<file path="config.mk">
export PLATFORM = sky130hd
export DESIGN_NAME = padded_pixel_streamer_flat
export DESIGN_NICKNAME = d
export VERILOG_FILES = /design/src/rtl/cnn_pkg.sv /design/src/rtl/padded_pixel_streamer_if.sv /design/src/rtl/pad_raster_counter.sv /design/src/rtl/padded_pixel_streamer.sv /design/src/flat_wrapper.sv
export SDC_FILE = /design/constraint.sdc
export NUM_CORES = 1
export LEC_CHECK = 0
export CAP_MARGIN = 0
export CORE_MARGIN = 3
export CORE_UTILIZATION = 50
export DETAILED_ROUTE_END_ITERATION = 6
export DONT_BUFFER_PORTS = 1
export PLACE_DENSITY = 0.68
export SYNTH_ARGS = -nofsm -noshare
export SYNTH_HDL_FRONTEND = slang
export SYNTH_HIERARCHICAL = 1
export SYNTH_SLANG_ARGS = --single-unit
</file>
<file path="constraint.sdc">
create_clock -name clk -period 2.7 [get_ports clk]
set_input_delay 0.54 -clock clk [delete_from_list [all_inputs] [get_ports clk]]
set_output_delay 0.54 -clock clk [all_outputs]
set_load 0.02 [all_outputs]
</file>
<file path="src/rtl/cnn_pkg.sv">
// Shared constants and types for the CNN pixel-streaming datapath:
// pixel format, legal feature-map widths and the streamer FSM states.
package cnn_pkg;

  localparam int BITSIZE   = 14;  // signed Q7.7 pixel
  localparam int FRAC_BITS = 7;
  localparam int MAX_W     = 112;
  localparam int ADDR_W    = 16;
  localparam int SIZE_W    = $clog2(MAX_W) + 1;
  localparam int CW        = $clog2(MAX_W + 2);

  localparam int W_LARGE = 112;
  localparam int W_MID   = 56;
  localparam int W_SMALL = 26;

  typedef enum logic [1:0] {
    IDLE,
    STREAM,
    DRAIN
  } stream_state_e;

  function automatic logic is_legal_size(input int w);
    return (w == W_LARGE) || (w == W_MID) || (w == W_SMALL);
  endfunction

endpackage

</file>
<file path="src/rtl/padded_pixel_streamer_if.sv">
// Pixel stream to the 3x3 window generator plus the activation-SRAM read port.
// master = streamer side, slave = window generator / SRAM side.
interface padded_pixel_streamer_if #(
  parameter int BITSIZE = cnn_pkg::BITSIZE,
  parameter int ADDR_W  = cnn_pkg::ADDR_W,
  parameter int SIZE_W  = cnn_pkg::SIZE_W
);
  logic               mem_rd_en;
  logic [ADDR_W-1:0]  mem_rd_addr;
  logic [BITSIZE-1:0] mem_rd_data;
  logic [BITSIZE-1:0] input_pixel;
  logic               in_valid;
  logic               zero_buffer;
  logic               out_ready;
  logic               end_of_layer;
  logic [SIZE_W-1:0]  layer_fifosize;

  modport master (
    output mem_rd_en, mem_rd_addr, input_pixel, in_valid, zero_buffer,
           end_of_layer, layer_fifosize,
    input  mem_rd_data, out_ready
  );

  modport slave (
    input  mem_rd_en, mem_rd_addr, input_pixel, in_valid, zero_buffer,
           end_of_layer, layer_fifosize,
    output mem_rd_data, out_ready
  );
endinterface

</file>
<file path="src/rtl/pad_raster_counter.sv">
// Raster walker over the zero-padded (W+2)x(W+2) grid: row/column counters,
// padding flag and the SRAM address of the next interior pixel.
module pad_raster_counter #(
  parameter int CW     = cnn_pkg::CW,
  parameter int ADDR_W = cnn_pkg::ADDR_W
) (
  input  logic              clk,
  input  logic              rst,
  input  logic              load,
  input  logic [ADDR_W-1:0] base,
  input  logic              step,
  input  logic [CW-1:0]     last_idx,
  output logic              is_pad,
  output logic              last_pos,
  output logic [ADDR_W-1:0] addr
);
  logic [CW-1:0] row, col;

  assign is_pad   = (row == '0) || (row == last_idx) || (col == '0) || (col == last_idx);
  assign last_pos = (row == last_idx) && (col == last_idx);

  // Interior pixels are visited in the same raster order they are stored, so
  // base + (r-1)*W + (c-1) is just a running count of interior issues.
  always_ff @(posedge clk or posedge rst) begin
    if (rst) begin
      row  <= '0;
      col  <= '0;
      addr <= '0;
    end else if (load) begin
      row  <= '0;
      col  <= '0;
      addr <= base;
    end else if (step) begin
      if (!is_pad) addr <= addr + ADDR_W'(1);
      if (col == last_idx) begin
        col <= '0;
        row <= last_pos ? '0 : row + CW'(1);
      end else begin
        col <= col + CW'(1);
      end
    end
  end

endmodule

</file>
<file path="src/rtl/padded_pixel_streamer.sv">
// Streams one zero-padded feature-map channel from SRAM to the window generator.
// Optional STREAMER_STALL_CNT_EN adds a saturating stall_cnt output.
module padded_pixel_streamer #(
  parameter int BITSIZE = cnn_pkg::BITSIZE,
  parameter int MAX_W   = cnn_pkg::MAX_W,
  parameter int ADDR_W  = cnn_pkg::ADDR_W,
  parameter int CW      = $clog2(MAX_W + 2)
) (
  input  logic                   clk,
  input  logic                   rst,
  input  logic                   start,
  input  logic [$clog2(MAX_W):0] layer_size,
  input  logic [ADDR_W-1:0]      base_addr,
  padded_pixel_streamer_if.master pix,
  output logic                   busy,
  output logic                   done,
  output logic                   size_err
`ifdef STREAMER_STALL_CNT_EN
  ,
  output logic [23:0]            stall_cnt
`endif
);
  import cnn_pkg::*;

  localparam int SW = $clog2(MAX_W) + 1;
  localparam logic [BITSIZE-1:0] ZERO_PIX = '0;

  stream_state_e     state, state_nx;
  logic [SW-1:0]     size_q;
  logic              in_valid_q, zero_q, eol_q, size_err_q;
  logic              out_vld, adv, accept, issue, legal;
  logic              is_pad, last_pos;
  logic [CW-1:0]     last_idx;
  logic [ADDR_W-1:0] rd_addr;

  assign legal    = is_legal_size(int'(layer_size));
  assign out_vld  = in_valid_q | zero_q;
  assign adv      = !out_vld || pix.out_ready;
  assign accept   = (state == IDLE) && start && legal;
  assign issue    = (state == STREAM) && adv;
  assign last_idx = CW'(size_q + SW'(1));

  pad_raster_counter #(.CW(CW), .ADDR_W(ADDR_W)) u_raster (
    .clk      (clk),
    .rst      (rst),
    .load     (accept),
    .base     (base_addr),
    .step     (issue),
    .last_idx (last_idx),
    .is_pad   (is_pad),
    .last_pos (last_pos),
    .addr     (rd_addr)
  );

  // NOTE: always_comb assigns every output a default first so no path leaves
  // state_nx unassigned, which would otherwise infer a latch.
  always_comb begin
    state_nx = state;
    unique case (state)
      IDLE:    if (accept) state_nx = STREAM;
      STREAM:  if (issue && last_pos) state_nx = DRAIN;
      DRAIN:   if (pix.out_ready) state_nx = IDLE;
      default: state_nx = IDLE;
    endcase
  end

  // NOTE: clocked state uses non-blocking (<=) so every register samples the
  // pre-edge values; blocking (=) here would create order-dependent races.
  always_ff @(posedge clk or posedge rst) begin
    if (rst) state <= IDLE;
    else     state <= state_nx;
  end

  // Stage 1: flags hold while stalled; the SRAM keeps its data since no read is issued.
  always_ff @(posedge clk or posedge rst) begin
    if (rst) begin
      in_valid_q <= 1'b0;
      zero_q     <= 1'b0;
      eol_q      <= 1'b0;
      size_err_q <= 1'b0;
      size_q     <= '0;
    end else begin
      if (adv) begin
        in_valid_q <= issue && !is_pad;
        zero_q     <= issue && is_pad;
      end
      eol_q      <= (state == DRAIN) && pix.out_ready;
      size_err_q <= (state == IDLE) && start && !legal;
      if (accept) size_q <= layer_size;
    end
  end

`ifdef STREAMER_STALL_CNT_EN
  always_ff @(posedge clk or posedge rst) begin
    if (rst)                                              stall_cnt <= '0;
    else if (accept)                                      stall_cnt <= '0;
    else if (out_vld && !pix.out_ready && stall_cnt != '1) stall_cnt <= stall_cnt + 24'd1;
  end
`endif

  assign pix.mem_rd_en      = issue && !is_pad;
  assign pix.mem_rd_addr    = rd_addr;
  assign pix.input_pixel    = in_valid_q ? pix.mem_rd_data : ZERO_PIX;
  assign pix.in_valid       = in_valid_q;
  assign pix.zero_buffer    = zero_q;
  assign pix.end_of_layer   = eol_q;
  assign pix.layer_fifosize = size_q;
  assign busy               = (state != IDLE);
  assign done               = eol_q;
  assign size_err           = size_err_q;

endmodule

</file>
<file path="src/flat_wrapper.sv">
// flat-port wrapper written by rule: the top's interface ports become plain ports
module padded_pixel_streamer_flat import cnn_pkg::*;
#(
  parameter int BITSIZE = cnn_pkg::BITSIZE,
  parameter int MAX_W   = cnn_pkg::MAX_W,
  parameter int ADDR_W  = cnn_pkg::ADDR_W,
  parameter int CW      = $clog2(MAX_W + 2)
)
  (clk, rst, start, layer_size, base_addr, busy, done, size_err, pix_mem_rd_en, pix_mem_rd_addr, pix_input_pixel, pix_in_valid, pix_zero_buffer, pix_end_of_layer, pix_layer_fifosize, pix_mem_rd_data, pix_out_ready);
  padded_pixel_streamer_if #(.BITSIZE(BITSIZE), .ADDR_W(ADDR_W)) pix_i ();
  input  logic clk;
  input  logic rst;
  input  logic start;
  input  logic [$clog2(MAX_W):0] layer_size;
  input  logic [ADDR_W-1:0] base_addr;
  output logic busy;
  output logic done;
  output logic size_err;
  output wire logic [$bits(pix_i.mem_rd_en)-1:0] pix_mem_rd_en;
  output wire logic [$bits(pix_i.mem_rd_addr)-1:0] pix_mem_rd_addr;
  output wire logic [$bits(pix_i.input_pixel)-1:0] pix_input_pixel;
  output wire logic [$bits(pix_i.in_valid)-1:0] pix_in_valid;
  output wire logic [$bits(pix_i.zero_buffer)-1:0] pix_zero_buffer;
  output wire logic [$bits(pix_i.end_of_layer)-1:0] pix_end_of_layer;
  output wire logic [$bits(pix_i.layer_fifosize)-1:0] pix_layer_fifosize;
  input wire logic [$bits(pix_i.mem_rd_data)-1:0] pix_mem_rd_data;
  input wire logic [$bits(pix_i.out_ready)-1:0] pix_out_ready;
  assign pix_mem_rd_en = pix_i.mem_rd_en;
  assign pix_mem_rd_addr = pix_i.mem_rd_addr;
  assign pix_input_pixel = pix_i.input_pixel;
  assign pix_in_valid = pix_i.in_valid;
  assign pix_zero_buffer = pix_i.zero_buffer;
  assign pix_end_of_layer = pix_i.end_of_layer;
  assign pix_layer_fifosize = pix_i.layer_fifosize;
  assign pix_i.mem_rd_data = pix_mem_rd_data;
  assign pix_i.out_ready = pix_out_ready;
  padded_pixel_streamer #(.BITSIZE(BITSIZE), .MAX_W(MAX_W), .ADDR_W(ADDR_W), .CW(CW)) u_core (.clk(clk), .rst(rst), .start(start), .layer_size(layer_size), .base_addr(base_addr), .pix(pix_i), .busy(busy), .done(done), .size_err(size_err));
endmodule
</file>
Word level (Yosys, flattened, before mapping):

Cells that the tools add are included.

* register bits after elaboration: 44
* input port bits: 42
* output and inout port bits: 45
* word-level logic and storage cells: 67

* add/sub/neg operators: 4
* equal/unequal tests: 11
* muxes and demuxes: 15
* bitwise operators: 1
* reductions and logical operators: 27

Operator list (number)
* $mux W7: 7
* $mux W16: 3
* $add A7 B1 Y7 const B: 3
* $add A16 B1 Y16 const B: 1
* $eq A7 B7 Y1: 2
* $logic_not A7 Y1: 2
* $mux W14: 1
* $logic_and A1 B1 Y1: 9
* $eq A8 B6 Y1 const B: 1
* $eq A8 B7 Y1 const B: 1
* $eq A8 B8 Y1 const B: 1
* $logic_or A1 B1 Y1: 6
* $mux W2: 3
* $pmux W2 S3: 1
* $reduce_bool A2 Y1: 3
* $ne A2 B1 Y1 const B: 2
* $ne A2 B2 Y1 const B: 2
* $reduce_and A2 Y1: 2
* $logic_not A1 Y1: 3
* $reduce_and A3 Y1: 1
* $eq A2 B1 Y1 const B: 1
* $eq A2 B2 Y1 const B: 1
* $logic_not A2 Y1: 1
* $or A1 B1 Y1: 1

Depth between registers and ports, before layout:

* word-level depth: 8
* depth in mapped cells: 12
* mapped depth without buffers: 10

Hierarchy:

The synthesis kept the hierarchy.

By module, submodules not included
* pad_raster_counter: instances 1, cells an instance 265, area each 2198.4 sq um, sequential area each 750.7 sq um
* padded_pixel_streamer: instances 1, cells an instance 74, area each 772.0 sq um, sequential area each 350.3 sq um

Worst setup path after synthesis:

Ideal clock, no wire load.

* path kind: register -> output
* from: reg u_core.size_q[1] (netlist: u_core/pix.layer_fifosize[1])
* to: out pix_mem_rd_en
* data arrival time: 2.525 ns
* required time: 2.160 ns
* slack: -0.365 ns
* cell stages (with the launch flop): 12
* path through: dfrtp_1 -> ha_1 -> and3_1 -> nand3_1 -> xnor2_1 -> xnor2_1 -> and4_1 -> buf_6 -> nand2_1 -> clkbuf_1 -> nand3_1 -> nor2b_1

* longest elaborated chain between the ends: 7
* elaborated cells on any way between the ends: 8
* classes of those cells: 1 x add/sub; 2 x eq/ne; 5 x reduce/logical

RTL lines
* start: declaration: line padded_pixel_streamer.sv:29 `logic [SW-1:0] size_q;`
* start signal: assignment: line padded_pixel_streamer.sv:89 `if (accept) size_q <= layer_size;`
* $add A7 B1 Y7 *: line padded_pixel_streamer.sv:41 `assign last_idx = CW'(size_q + SW'(1));`
* via u_core.last_idx[6]: line padded_pixel_streamer.sv:33 `logic [CW-1:0] last_idx;`
* $eq A7 B7 Y1: line pad_raster_counter.sv:19 `assign is_pad = (row == '0) || (row == last_idx) || (col == '0) || (col == last_idx);`
* $logic_or A1 B1 Y1 (2 in a row): line pad_raster_counter.sv:19
* $logic_or A1 B1 Y1 *: line pad_raster_counter.sv:19
* via u_core.is_pad: line padded_pixel_streamer.sv:32 `logic is_pad, last_pos;`
* $logic_not A1 Y1 *: line padded_pixel_streamer.sv:101 `assign pix.mem_rd_en = issue && !is_pad;`
* $logic_and A1 B1 Y1 *: line padded_pixel_streamer.sv:101
* end: declaration: line flat_wrapper.sv:19 `output wire logic [$bits(pix_i.mem_rd_en)-1:0] pix_mem_rd_en;`

The timed path passes the listed nets; every way through them passes the cells marked *.

Final worst setup path:

Same ends and word-level chain as after synthesis.

==> impl_metrics.toml <==
[worst_setup_path]
crit_fanout = 3
critPathLaunchType = "flop"
reg2regPathDepth = 11
r2r_end = "u_core/u_raster/addr[14]"
critPathKind = "flop to primary output"
r2r_slack_ns = 0.13
endpoint = "pix_mem_rd_en"
required_ns = 2.16
crit-reg2reg-launch = "u_core/pix.layer_fifosize[1]"
end_kind = "primary output"
cp.arrival_ns = 2.17
startpoint = "u_core/pix.layer_fifosize[1]"

[synth]
synth.cell_area_mm2 = 0.00297
yosys.area.top_type = "dfrtp_1"
synth_edf_count = 0
synth_most_common_cell = "dfrtp_1"
netlist.area_leader.share_pct = 37.1
ys_types = 54
synth.avg_cell_area_um2 = 8.76
async_flop_share_pct = 100
ys_top_cells_by_count = "44 x dfrtp_1, 27 x nand2_1, 25 x nor2_1"
yosys_warnings = 6
syn-num-nets = 387
synth-seq-cells = 44
synthCells = 339
seq_area_frac_synth_pct = 37.1
synth-main-ff-cell = "dfrtp_1"
netlist_top_cells_area = "dfrtp_1 37%, nand3_1 3.9%, xnor2_1 3.8%, o2111ai_1 3.5%, nand2_1 3.4%"

[sta]
finalWorstSetupSlack_ns = -0.0147
drv_slew = 0
final_hold_viol_count = 0
fin_crit_ns = 2.71
fmax_ghz = 0.368
finalCritPeriodShare_pct = 101
slew_headroom_pct = 61.5
skew_ns = 0.00901
rsz0062_at_grt = "yes"
final-setup-viol-count = 1
worst_slew_pin_slew_ns = 0.569
tns_ns = -0.0147

[worst_hold_path]
hp-class = "primary input to async pin"

[clocking]
path_clk_slew_ns = 0.09
cts-root-buf = "clkbuf_8"
cts_sinks = 44
htree_levels = 2
clock_latency_ns = 0.30
cts_tree = "yes"
cts_hold_buf = 0
clockBufferDepth = 2
numCtsBuffers = 5

[global_route]
busiest_layer = "met2"
use_met3_pct = 3.97
antenna_found_initial = 0
use_met2_pct = 35.9
track_usage_pct = 21.7
grt_pass1_wl_mm = 12.7
grt_pass1_vias = 2614
grt_max_degree = 36
met1_usage_pct = 29.4
gr-total-overflow = 0

[layout]
area_growth_pct = 15.1
diodes = 0
fin_area_mm2 = 0.00342
drive_gt1_share_pct = 19.2
regArea_mm2 = 0.00110
fillers = 495
final_nets = 401
multi_input_area_mm2 = 0.00183

[detailed_routing]
wl_mm = 7.74
first_iter_violations = 238
wl_per_cell_um = 18.2
drtPass1Iterations = 4
antenna_left = 0
post_drt_via_cell_ratio = 6.39
drcViolationCount = 0
vias = 2721

[status]
status = "finished with violations"
violations = "setup timing"

[power]
max-vdd-ir-drop_mv = 0.580
finalPower_uw = 3200
p_leak_uw = 0.00144
powerDensity_mw_per_mm2 = 935

[placed_design]
pre_cts_slack_ns = 0.105
gp_congestion = 0.827
dp_hpwl_mm = 5.48
io_buffers = 0
placed_area_mm2 = 0.00316

[die]
die_h_um = 83.1
die_w_um = 83.1
die_area_mm2 = 0.00690
rows = 27
placeableCoreArea_mm2 = 0.00564
initial_core_util_pct = 52.7
io_pins = 87

[job]
max_cap_violations = 0
-- how the worst min path moves through the flow --
stage / startpoint / end / slack, ns
after detailed placement: rst / u_core/state[0] / 0.49
after CTS: rst / u_core/state[0] / 0.17
final: rst / u_core/pix.in_valid / 0.15
after global placement: rst / u_core/pix.zero_buffer / 0.50
after global routing: rst / u_core/pix.in_valid / 0.19
after floorplan: rst / u_core/done / 0.43
-- kinds of logic (layout without fill, tap and decap cells) --
family / after synthesis / after routing / share of synthesized area [%]
mux: 5 / 5 / 1.85
xor+xnor: 23 / 23 / 6.78
fa+ha+maj: 6 / 6 / 2.53
flops: 44 / 44 / 37.1
simple gates: 151 / 151 / 27.6
compound gates: 74 / 74 / 19.1
buf+inv: 36 / 51 / 5.05
-- power breakdown --
| group | switching (uW) | total (uW) | internal (uW) | leakage, uW |
|---|---|---|---|---|
| clock network | 233 | 507 | 274 | 0.0000541 |
| logic | 893 | 1550 | 652 | 0.000870 |
| registers | 329 | 1140 | 815 | 0.000512 |
| total | 1450 | 3200 | 1740 | 0.00144 |
-- sequential cells by signal, summed over array words and instances (netlist names) --
signal                     flops
u_core/size_err                1
u_core/u_raster/addr          16
u_core/pix.zero_buffer         1
u_core/pix.in_valid            1
u_core/pix.layer_fifosize      8
u_core/u_raster/col            7
u_core/u_raster/row            7
u_core/state                   2
u_core/done                    1
-- area by class of cell --
class / count / share of cell area (%)
clock buffer: 5 / 2.01
timing repair buffer: 29 / 6.73
sequential: 44 / 32.3
clock inverter: 3 / 1.24
inverter: 14 / 1.54
tap: 72 / 2.63
multi-input combinational: 259 / 53.6
-- metal layers --
metal  up-vias  wire [um]
met3        10        561
li1       1276          -
met2       126       3810
met5         -          0
met4         0         87
met1      1309       3280
-- through the flow --
| stage | std cells | util [%] | hold slack (ns) |
|---|---|---|---|
| after floorplan | 339 | - | 0.429 |
| after global placement | 411 | 56.1 | 0.498 |
| after detailed placement | 411 | 56.1 | 0.494 |
| after CTS | 423 | 59.3 | 0.165 |
| after global routing | 426 | 60.6 | 0.192 |
| final | 426 | 60.6 | 0.147 |
-- worst max-delay path, cell delays in order, from the launching register on --
cell and delay [ns]:
dfrtp_2 0.41, ha_4 0.15, and3_4 0.21, nand3_4 0.10, xnor2_4 0.17, xor2_1 0.17
nor4_2 0.26, nand4_1 0.20, nand3_4 0.15, nor2b_4 0.07
-- what timing repair did --
item,CTS,global route
setup endpoints to repair,1,2
resized for setup,8,7
pin swaps,6,6
buffers inserted,4,3
-- layout by cell type, fill, tap and decap left out, types with 5 or more instances in the layout --
master and count:
a21oi_1 7, nor2_1 24, o2111ai_1 12, or2_2 5, nand3_1 21, ha_1 5
a22oi_1 9, or3_1 5, and2_1 15, clkbuf_8 5, o21ai_0 6, buf_4 28
xor2_1 8, xnor2_1 11, nand2_1 26, nand4_1 13, a31oi_1 5, dfrtp_1 42
inv_1 14, nor2b_1 8, o31ai_1 9
Note: power is estimated with default switching activity, not from simulation.
